--- src/rtl/avalon_master_lsu.sv ---
// Avalon-MM initiator for the core load/store path: one request at a time, aligned bus cycle, extended load data.
// Optional stall timeout is compiled in when AVALON_TIMEOUT_EN is defined (limit set by TIMEOUT_CYCLES).
module avalon_master_lsu #(
  parameter int unsigned TIMEOUT_CYCLES = 32'd256
) (
  input  logic        clk,
  input  logic        reset,
  input  logic        req_valid,
  output logic        req_ready,
  input  logic        req_write,
  input  logic [31:0] req_addr,
  input  logic [1:0]  req_size,
  input  logic        req_signed,
  input  logic [31:0] req_wdata,
  output logic        resp_valid,
  output logic [31:0] resp_rdata,
  output logic        resp_error,
  output logic [31:0] address,
  output logic        read,
  output logic        write,
  input  logic        waitrequest,
  output logic [31:0] writedata,
  output logic [3:0]  byteenable,
  input  logic [31:0] readdata
);
  typedef enum logic [1:0] {IDLE = 2'b00, BUS = 2'b01, RESP = 2'b10} state_t;

  state_t      state_r, state_nxt_s;
  logic [1:0]  size_r, size_nxt_s;
  logic [1:0]  lane_r, lane_nxt_s;
  logic        signed_r, signed_nxt_s;
  logic [31:0] address_nxt_s, writedata_nxt_s, resp_rdata_nxt_s;
  logic [3:0]  byteenable_nxt_s;
  logic        read_nxt_s, write_nxt_s, resp_valid_nxt_s, resp_error_nxt_s;
  logic        accept_s, tmo_hit_s;

  function automatic logic req_bad(input logic [1:0] size, input logic [1:0] lane);
    case (size)
      2'b00:   req_bad = 1'b0;
      2'b01:   req_bad = lane[0];
      2'b10:   req_bad = (lane != 2'b00);
      default: req_bad = 1'b1;
    endcase
  endfunction

  function automatic logic [3:0] lane_enables(input logic [1:0] size, input logic [1:0] lane);
    case (size)
      2'b00:   lane_enables = 4'b0001 << lane;
      2'b01:   lane_enables = lane[1] ? 4'b1100 : 4'b0011;
      2'b10:   lane_enables = 4'b1111;
      default: lane_enables = 4'b0000;
    endcase
  endfunction

  function automatic logic [31:0] lane_replicate(input logic [1:0] size, input logic [31:0] wdata);
    case (size)
      2'b00:   lane_replicate = {4{wdata[7:0]}};
      2'b01:   lane_replicate = {2{wdata[15:0]}};
      default: lane_replicate = wdata;
    endcase
  endfunction

  function automatic logic [31:0] load_extract(input logic [1:0] size, input logic [1:0] lane,
                                               input logic sgn, input logic [31:0] data);
    logic [7:0]  b;
    logic [15:0] h;
    b = data[{lane, 3'b000} +: 8];
    h = data[{lane[1], 4'b0000} +: 16];
    case (size)
      2'b00:   load_extract = {{24{sgn & b[7]}}, b};
      2'b01:   load_extract = {{16{sgn & h[15]}}, h};
      default: load_extract = data;
    endcase
  endfunction

  assign req_ready = (state_r == IDLE);
  assign accept_s  = (state_r == IDLE) && req_valid;

`ifdef AVALON_TIMEOUT_EN
  localparam int unsigned CNT_W = $clog2(TIMEOUT_CYCLES + 32'd1);
  logic [CNT_W-1:0] tmo_cnt_r;

  // Stall counter: cleared when a request is taken, advanced on every stalled bus cycle.
  always_ff @(posedge clk) begin
    if (reset) begin
      tmo_cnt_r <= {CNT_W{1'b0}};
    end else if (accept_s) begin
      tmo_cnt_r <= {CNT_W{1'b0}};
    end else if ((state_r == BUS) && waitrequest) begin
      tmo_cnt_r <= tmo_cnt_r + CNT_W'(1);
    end else begin
      tmo_cnt_r <= tmo_cnt_r;
    end
  end

  assign tmo_hit_s = waitrequest && (tmo_cnt_r == CNT_W'(TIMEOUT_CYCLES - 32'd1));
`else
  logic [31:0] unused_timeout_cycles;
  assign unused_timeout_cycles = TIMEOUT_CYCLES;
  assign tmo_hit_s = 1'b0;
`endif

  // Next-state and next-output logic; every register holds unless a transition updates it.
  always_comb begin
    state_nxt_s      = state_r;
    size_nxt_s       = size_r;
    lane_nxt_s       = lane_r;
    signed_nxt_s     = signed_r;
    address_nxt_s    = address;
    writedata_nxt_s  = writedata;
    byteenable_nxt_s = byteenable;
    read_nxt_s       = read;
    write_nxt_s      = write;
    resp_valid_nxt_s = 1'b0;
    resp_error_nxt_s = resp_error;
    resp_rdata_nxt_s = resp_rdata;
    case (state_r)
      IDLE: begin
        if (req_valid) begin
          size_nxt_s   = req_size;
          lane_nxt_s   = req_addr[1:0];
          signed_nxt_s = req_signed;
          if (req_bad(req_size, req_addr[1:0])) begin
            resp_valid_nxt_s = 1'b1;
            resp_error_nxt_s = 1'b1;
            resp_rdata_nxt_s = 32'h0000_0000;
            state_nxt_s      = RESP;
          end else begin
            address_nxt_s    = {req_addr[31:2], 2'b00};
            byteenable_nxt_s = lane_enables(req_size, req_addr[1:0]);
            writedata_nxt_s  = req_write ? lane_replicate(req_size, req_wdata) : 32'h0000_0000;
            read_nxt_s       = ~req_write;
            write_nxt_s      = req_write;
            state_nxt_s      = BUS;
          end
        end else begin
          state_nxt_s = IDLE;
        end
      end
      BUS: begin
        if (!waitrequest) begin
          read_nxt_s       = 1'b0;
          write_nxt_s      = 1'b0;
          byteenable_nxt_s = 4'b0000;
          resp_valid_nxt_s = 1'b1;
          resp_error_nxt_s = 1'b0;
          resp_rdata_nxt_s = read ? load_extract(size_r, lane_r, signed_r, readdata) : 32'h0000_0000;
          state_nxt_s      = RESP;
        end else if (tmo_hit_s) begin
          read_nxt_s       = 1'b0;
          write_nxt_s      = 1'b0;
          byteenable_nxt_s = 4'b0000;
          resp_valid_nxt_s = 1'b1;
          resp_error_nxt_s = 1'b1;
          resp_rdata_nxt_s = 32'h0000_0000;
          state_nxt_s      = RESP;
        end else begin
          state_nxt_s = BUS;
        end
      end
      RESP: begin
        state_nxt_s = IDLE;
      end
      default: begin
        read_nxt_s       = 1'b0;
        write_nxt_s      = 1'b0;
        byteenable_nxt_s = 4'b0000;
        state_nxt_s      = IDLE;
      end
    endcase
  end

  // State register.
  always_ff @(posedge clk) begin
    if (reset) begin
      state_r <= IDLE;
    end else begin
      state_r <= state_nxt_s;
    end
  end

  // Registered request context, bus outputs and response outputs.
  always_ff @(posedge clk) begin
    if (reset) begin
      size_r     <= 2'b00;
      lane_r     <= 2'b00;
      signed_r   <= 1'b0;
      address    <= 32'h0000_0000;
      writedata  <= 32'h0000_0000;
      byteenable <= 4'b0000;
      read       <= 1'b0;
      write      <= 1'b0;
      resp_valid <= 1'b0;
      resp_error <= 1'b0;
      resp_rdata <= 32'h0000_0000;
    end else begin
      size_r     <= size_nxt_s;
      lane_r     <= lane_nxt_s;
      signed_r   <= signed_nxt_s;
      address    <= address_nxt_s;
      writedata  <= writedata_nxt_s;
      byteenable <= byteenable_nxt_s;
      read       <= read_nxt_s;
      write      <= write_nxt_s;
      resp_valid <= resp_valid_nxt_s;
      resp_error <= resp_error_nxt_s;
      resp_rdata <= resp_rdata_nxt_s;
    end
  end

endmodule

--- config.mk ---
export PLATFORM = sky130hd
export DESIGN_NAME = avalon_master_lsu
export DESIGN_NICKNAME = d
export VERILOG_FILES = /design/src/rtl/avalon_master_lsu.sv
export SDC_FILE = /design/constraint.sdc
export NUM_CORES = 1
export LEC_CHECK = 0
export BUFFER_PORTS_ARGS = -buffer_cell sky130_fd_sc_hd__buf_2
export CAP_MARGIN = 20
export CORE_ASPECT_RATIO = 1.1
export CORE_UTILIZATION = 32
export CTS_CLUSTER_DIAMETER = 30
export DETAILED_ROUTE_END_ITERATION = 10
export SETUP_SLACK_MARGIN = 0.5
export SYNTH_ARGS = -nofsm -noshare
export SYNTH_HDL_FRONTEND = slang
export SYNTH_SLANG_ARGS = --single-unit
--- constraint.sdc ---
create_clock -name clk -period 3.9 [get_ports clk]
set_clock_uncertainty 0.15 [all_clocks]
set_input_delay 0.39 -clock clk [delete_from_list [all_inputs] [get_ports clk]]
set_output_delay 0.39 -clock clk [all_outputs]
set_load 0.005 [all_outputs]
After elaboration in Yosys (flattened, before gate mapping). Index checks and enable logic that the tools add are counted.

Memory bits (read-only): 0. Input port bits: 104. Bits in registers: 109. Word-level logic and storage cells: 73. Bits in writable memories: 0. Output and inout bits: 105. Memories kept: 0. Latch bits: 0.

Reduce and logical (&&, ||, !) cells: 9. Shifts and indexed selects: 3. Eq/ne operators: 9. Multiply operators: 0. Order comparisons: 0. Add/subtract/negate cells: 0. Mux-type cells: 35. Bitwise gates (word level): 5. Divide/modulo/power cells: 0.

Operators by type and width (number): 32-bit one-hot mux with 2 select lines (3); 32-bit two-way mux (5); 32-bit by 6-bit indexed part select with 16-bit output (1); 32-bit by 6-bit indexed part select with 8-bit output (1); 4-bit one-hot mux with 3 select lines (2); 4-bit two-way mux (4); 1-bit two-way mux (12); 1-bit one-hot mux with 3 select lines (3); 4-bit AND reduction (2); 2-bit by 1-bit == test with 1-bit output, second input constant (3); 2-bit logical NOT (3); 2-bit two-way mux (3); 2-bit inequality test, second input constant (3); 2-bit == test, second input constant (2); 1-bit one-hot mux with 2 select lines (2); 2-bit one-hot mux with 2 select lines (1); 2-bit nonzero test (2); 1-bit by 2-bit << shifter with 4-bit output, first input constant (1); 1-bit NOT (3); 3-bit AND reduction (1); 1-bit AND (2); 2-bit by 1-bit inequality test with 1-bit output, second input constant (1); 2-bit AND reduction (1).

Logic depth before layout (Yosys ltp).
Depth in word-level cells: 7. Mapped depth: 8. Mapped depth without buffers: 4.

Worst setup path after synthesis. Ideal clock, no wire load.

Kind: in2reg. Start: input port req_size[0]. End: register address[14]. Arrival: 1570 ps. Path buffers: 3. Slack: 2048 ps. Library setup time: 132 ps. Required time: 3618 ps. Cell stages on the path: 7. Cell sequence: buf_2 -> or3_4 -> a21bo_2 -> buf_2 -> clkbuf_1 -> nand2_1 -> a21oi_1.

Cells in the longest elaborated chain, start to end: 6. Elaborated cells on any way between the ends: 8. Classes of those cells: eq/ne: 2; mux: 3; bitwise: 1; reduce/logical: 2.

RTL lines: start, declared (line 12) `input logic [1:0] req_size,`; 2-bit == test (tied with other cells) (line 38) `case (size)`; 1-bit one-hot mux with 3 select lines * (line 38); 1-bit two-way mux * (line 119) `if (req_valid) begin`; 1-bit two-way mux * (line 117) `case (state_r)`; 1-bit NOT (no source line) *; 3-bit AND reduction (no source line) *; end signal, assigned (line 200) `address <= address_nxt_s;`; end, declared (line 18) `output logic [31:0] address,`.

Every way passes the cells marked *; elsewhere a longest branch is shown, timed or not. The select of a mux whose other input is x is not followed. A chain may end at the register's enable or synchronous reset.

Worst setup path after layout.
Start: register state_r[0]. End: register resp_rdata[27].

Cells in the longest elaborated chain, start to end: 3. Elaborated cells on any way between the ends: 8. Classes of those cells: eq/ne: 4; mux: 1; reduce/logical: 3.

RTL lines: start, declared (line 28) `state_t state_r, state_nxt_s;`; start signal, assigned (line 178) `state_r <= state_nxt_s;`; 2-bit by 1-bit == test with 1-bit output or 2-bit logical NOT (tied branches) (line 117); 2-bit inequality test (no source line) (tied with other cells); 4-bit AND reduction (no source line); end signal, assigned (line 207) `resp_rdata <= resp_rdata_nxt_s;`; end, declared (line 16) `output logic [31:0] resp_rdata,`.

Parallel ways exist; a longest one is shown, timed or not.

==> out/results.md <==
* run status: complete, no violations
* sequential power share: 47.9%
* Fin Setup TNS: 0 ns
* sequential fraction of the synthesis area: 46.7%
* post-detailed-route count of antenna-violating nets: 0
* Boundary Pins: 209
* nets: 824
* number of hold buffers added after cts: 0
* clock tree from TritonCTS: built
* TritonCTS Buffers: 9
* Worst R2R End: resp_rdata[27]$_SDFFE_PP0P_
* number of vias in the routed layout: 4632
* Post-Synthesis Cells: 547
* Std-Cell Core Area: 0.0140 mm^2
* worst reg2reg setup slack: 1.45 ns
* clk_lat worst skew: 0.36 ns
* worst min-delay path category: input pin to flip-flop
* Finish-stage setup viols: 0
* initial antenna violation count: 0
* # rows: 45
* clock sink count: 108
* area of the die: 0.0150 mm^2
* CP startpoint: state_r[0]$_SDFF_PP0_
* area grow syn2layout: 29.7%
* commonest cells after routing, fill and taps aside: sky130_fd_sc_hd__buf_2 (206), sky130_fd_sc_hd__nand2_1 (135), sky130_fd_sc_hd__dfxtp_1 (108), sky130_fd_sc_hd__a21oi_1 (77), sky130_fd_sc_hd__mux2i_1 (24)
* origin of the worst min-delay path: req_addr[28]
* Slew Limit Headroom: 33.7%
* slew of the pin with the lowest slew margin: 0.992 ns
* Crit Path Max Fanout: 18
* number of global-route vias before repair: 4416
* Crit. End Element: flip-flop
* detailed-router iteration count before antenna repair: 4
* clock slew at the register clock pins of the worst setup and hold paths: 0.09 ns
* post-cts gate resize count: 0
* Buffers on Ports: 206
* Synth Warn #: 0
* share of the synthesized area in the top cell type: 46.7%
* global-route congestion overflow total: 0
* Worst setup SP type: flip-flop
* count of maximum capacitance violations: 0
* placed wire-length estimate after detailed placement: 10300 um
* Via-to-Cell Ratio: 5.07
* proportion of total power due to net switching: 28.8%
* WP data arrival: 2.60 ns
* Net Sw Power: 704 uW
* Clock H-tree levels: 3
* worst voltage drop across the vdd grid: 0.000191 V
* Static Leak: 0.00267 uW
* count of pins over their slew limit: 0
* starting utilization of the core area: 33.2%
* internal cell power: 1740 uW
* Antenna diodes: 0
* DRC viols: 0
* setup repair after global routing missed its margin: no
* flops & latches, synth: 108
* Comb power frac: 13.0%
* buffer count from post-CTS setup fixing: 0
* clk root buf: sky130_fd_sc_hd__clkbuf_16
* highest attainable clock frequency: 408 MHz
* fraction of layout cells with a size suffix above 1: 33.7%
* most used flip-flop cell after synthesis: sky130_fd_sc_hd__dfxtp_1
* post-route clock period utilization: 62.8%
* die width: 117 um
* Detailed Route WL: 14100 um
* final worst path period need: 2.45 ns
* hold violation total from the final report: 0
* critical path endpoint: resp_rdata[27]$_SDFFE_PP0P_
* Post-synth EDFFs: 0
* data required time at the worst endpoint: 4.05 ns
* routability congestion estimate: 0.828
* setup ws final: 1.45 ns
* fraction of synthesis flops using an asynchronous set or reset pin: 0%
* Pwr Density: 407 mW/mm^2
* count of distinct cell types in the synthesized netlist: 45
* maximum buffer depth of the clock tree: 2
* most common cell after layout, fill and taps aside: sky130_fd_sc_hd__buf_2
* post-DR wirelength/cell: 15.5 um
* fill count: 1456
* 1st-iter DRT viols: 353
* mapped cell area: 0.00463 mm^2
* top cells by area in the synthesized netlist: sky130_fd_sc_hd__dfxtp_1 (47%), sky130_fd_sc_hd__nand2_1 (11%), sky130_fd_sc_hd__a21oi_1 (8.3%), sky130_fd_sc_hd__mux2i_1 (5.2%), sky130_fd_sc_hd__a221o_1 (3.5%)
* launch point of the worst reg-to-reg path: state_r[0]$_SDFF_PP0_
* per-instance average area after synthesis: 8.46 um^2
* fraction of power consumed by the clock network: 39.1%
* wire length of the first global-routing pass: 22200 um
* worst r2r path cells: 4
* dpl ws: 1.25 ns
* die height: 128 um
* top cell type by total area after synthesis: sky130_fd_sc_hd__dfxtp_1
* GRT Resource Usage Total: 19.1%
* critical path start-end classification: flip-flop to flip-flop
* largest net degree at the start of global routing: 79
==> layer usage <==
layer  track usage (%)  wire length (um)
met1              22.9              5830
met2              32.2              6760
met3              5.34              1290
met4              7.59               254
met5                 0                 0
==> cells in the mapped netlist (2+ instances only) <==
cell	instances
sky130_fd_sc_hd__nor2b_1	2
sky130_fd_sc_hd__o21ai_0	23
sky130_fd_sc_hd__nor2_1	20
sky130_fd_sc_hd__mux2i_1	24
sky130_fd_sc_hd__nand2_1	135
sky130_fd_sc_hd__nand3_1	17
sky130_fd_sc_hd__mux2_2	8
sky130_fd_sc_hd__o221ai_1	7
sky130_fd_sc_hd__buf_6	5
sky130_fd_sc_hd__clkbuf_2	2
sky130_fd_sc_hd__buf_2	14
sky130_fd_sc_hd__or3_1	8
sky130_fd_sc_hd__inv_1	5
sky130_fd_sc_hd__clkbuf_1	21
sky130_fd_sc_hd__buf_4	5
sky130_fd_sc_hd__o2111ai_1	16
sky130_fd_sc_hd__nor3_1	4
sky130_fd_sc_hd__a21oi_1	77
sky130_fd_sc_hd__buf_1	2
sky130_fd_sc_hd__dfxtp_1	108
sky130_fd_sc_hd__a221o_1	16
sky130_fd_sc_hd__nand2b_1	5
==> critical path, cell delays in order (launching register included) <==
cell and delay [ns]:
sky130_fd_sc_hd__dfxtp_1 0.50, sky130_fd_sc_hd__nor2b_1 0.23, sky130_fd_sc_hd__and3_1 0.62, sky130_fd_sc_hd__and4_1 0.68
sky130_fd_sc_hd__a221o_1 0.21
==> area by class of cell <==
type                       instances  area, um^2  area share [%]
tap                              188         235            3.92
inverter                           7        26.3           0.438
clock buffer                       9         225            3.75
clock inverter                     7        91.3            1.52
sequential                       108        2160            36.0
multi-input combinational        384        2200            36.7
timing repair buffer             210        1060            17.7
==> logic make-up after synthesis <==
family	after synthesis	synth area share (%)
other cells	1	0.0810
flops	108	46.7
compound gates	150	20.9
mux	33	7.62
buf+inv	56	6.19
simple gates	199	18.5
==> worst min-delay path by stage <==
stage | depth (start not counted) | slack, ns | to
after floorplan | 2 | 0.28 | resp_rdata[10]$_SDFFE_PP0P_
after global placement | 2 | 0.27 | resp_rdata[10]$_SDFFE_PP0P_
after detailed placement | 2 | 0.29 | resp_rdata[13]$_SDFFE_PP0P_
after CTS | 3 | 0.09 | address[28]$_SDFFE_PP0P_
after global routing | 3 | 0.10 | address[2]$_SDFFE_PP0P_
final | 3 | 0.10 | address[28]$_SDFFE_PP0P_
==> power by group through the flow <==
stage / Combinational, uW / Sequential [uW] / Clock (uW)
3_3_place_gp: 314 / 1190 / 0
4_1_cts: 320 / 1170 / 977
3_5_place_dp: 318 / 1200 / 0
2_1_floorplan: 187 / 1190 / 0
5_1_grt: 354 / 1180 / 1020
6_report: 318 / 1170 / 954
==> flip-flops by register name (all words and copies together) (netlist names) <==
register / cells
read: 1
address: 30
state_r: 2
signed_r: 1
write: 1
writedata: 32
resp_rdata: 32
byteenable: 4
resp_error: 1
lane_r: 2
size_r: 2
==> metrics by stage <==
stage	utilization (%)	cells	instance area, um^2	hold slack [ns]	total power, uW
after global routing	43.0	913	6000	0.102	2550
after CTS	43.0	913	6000	0.0895	2470
after global placement	40.7	897	5690	0.272	1510
after detailed placement	40.7	897	5690	0.285	1510
final	43.0	913	6000	0.104	2440
after floorplan	-	548	4630	0.285	1380
Note: power is estimated with default switching activity, not from simulation.
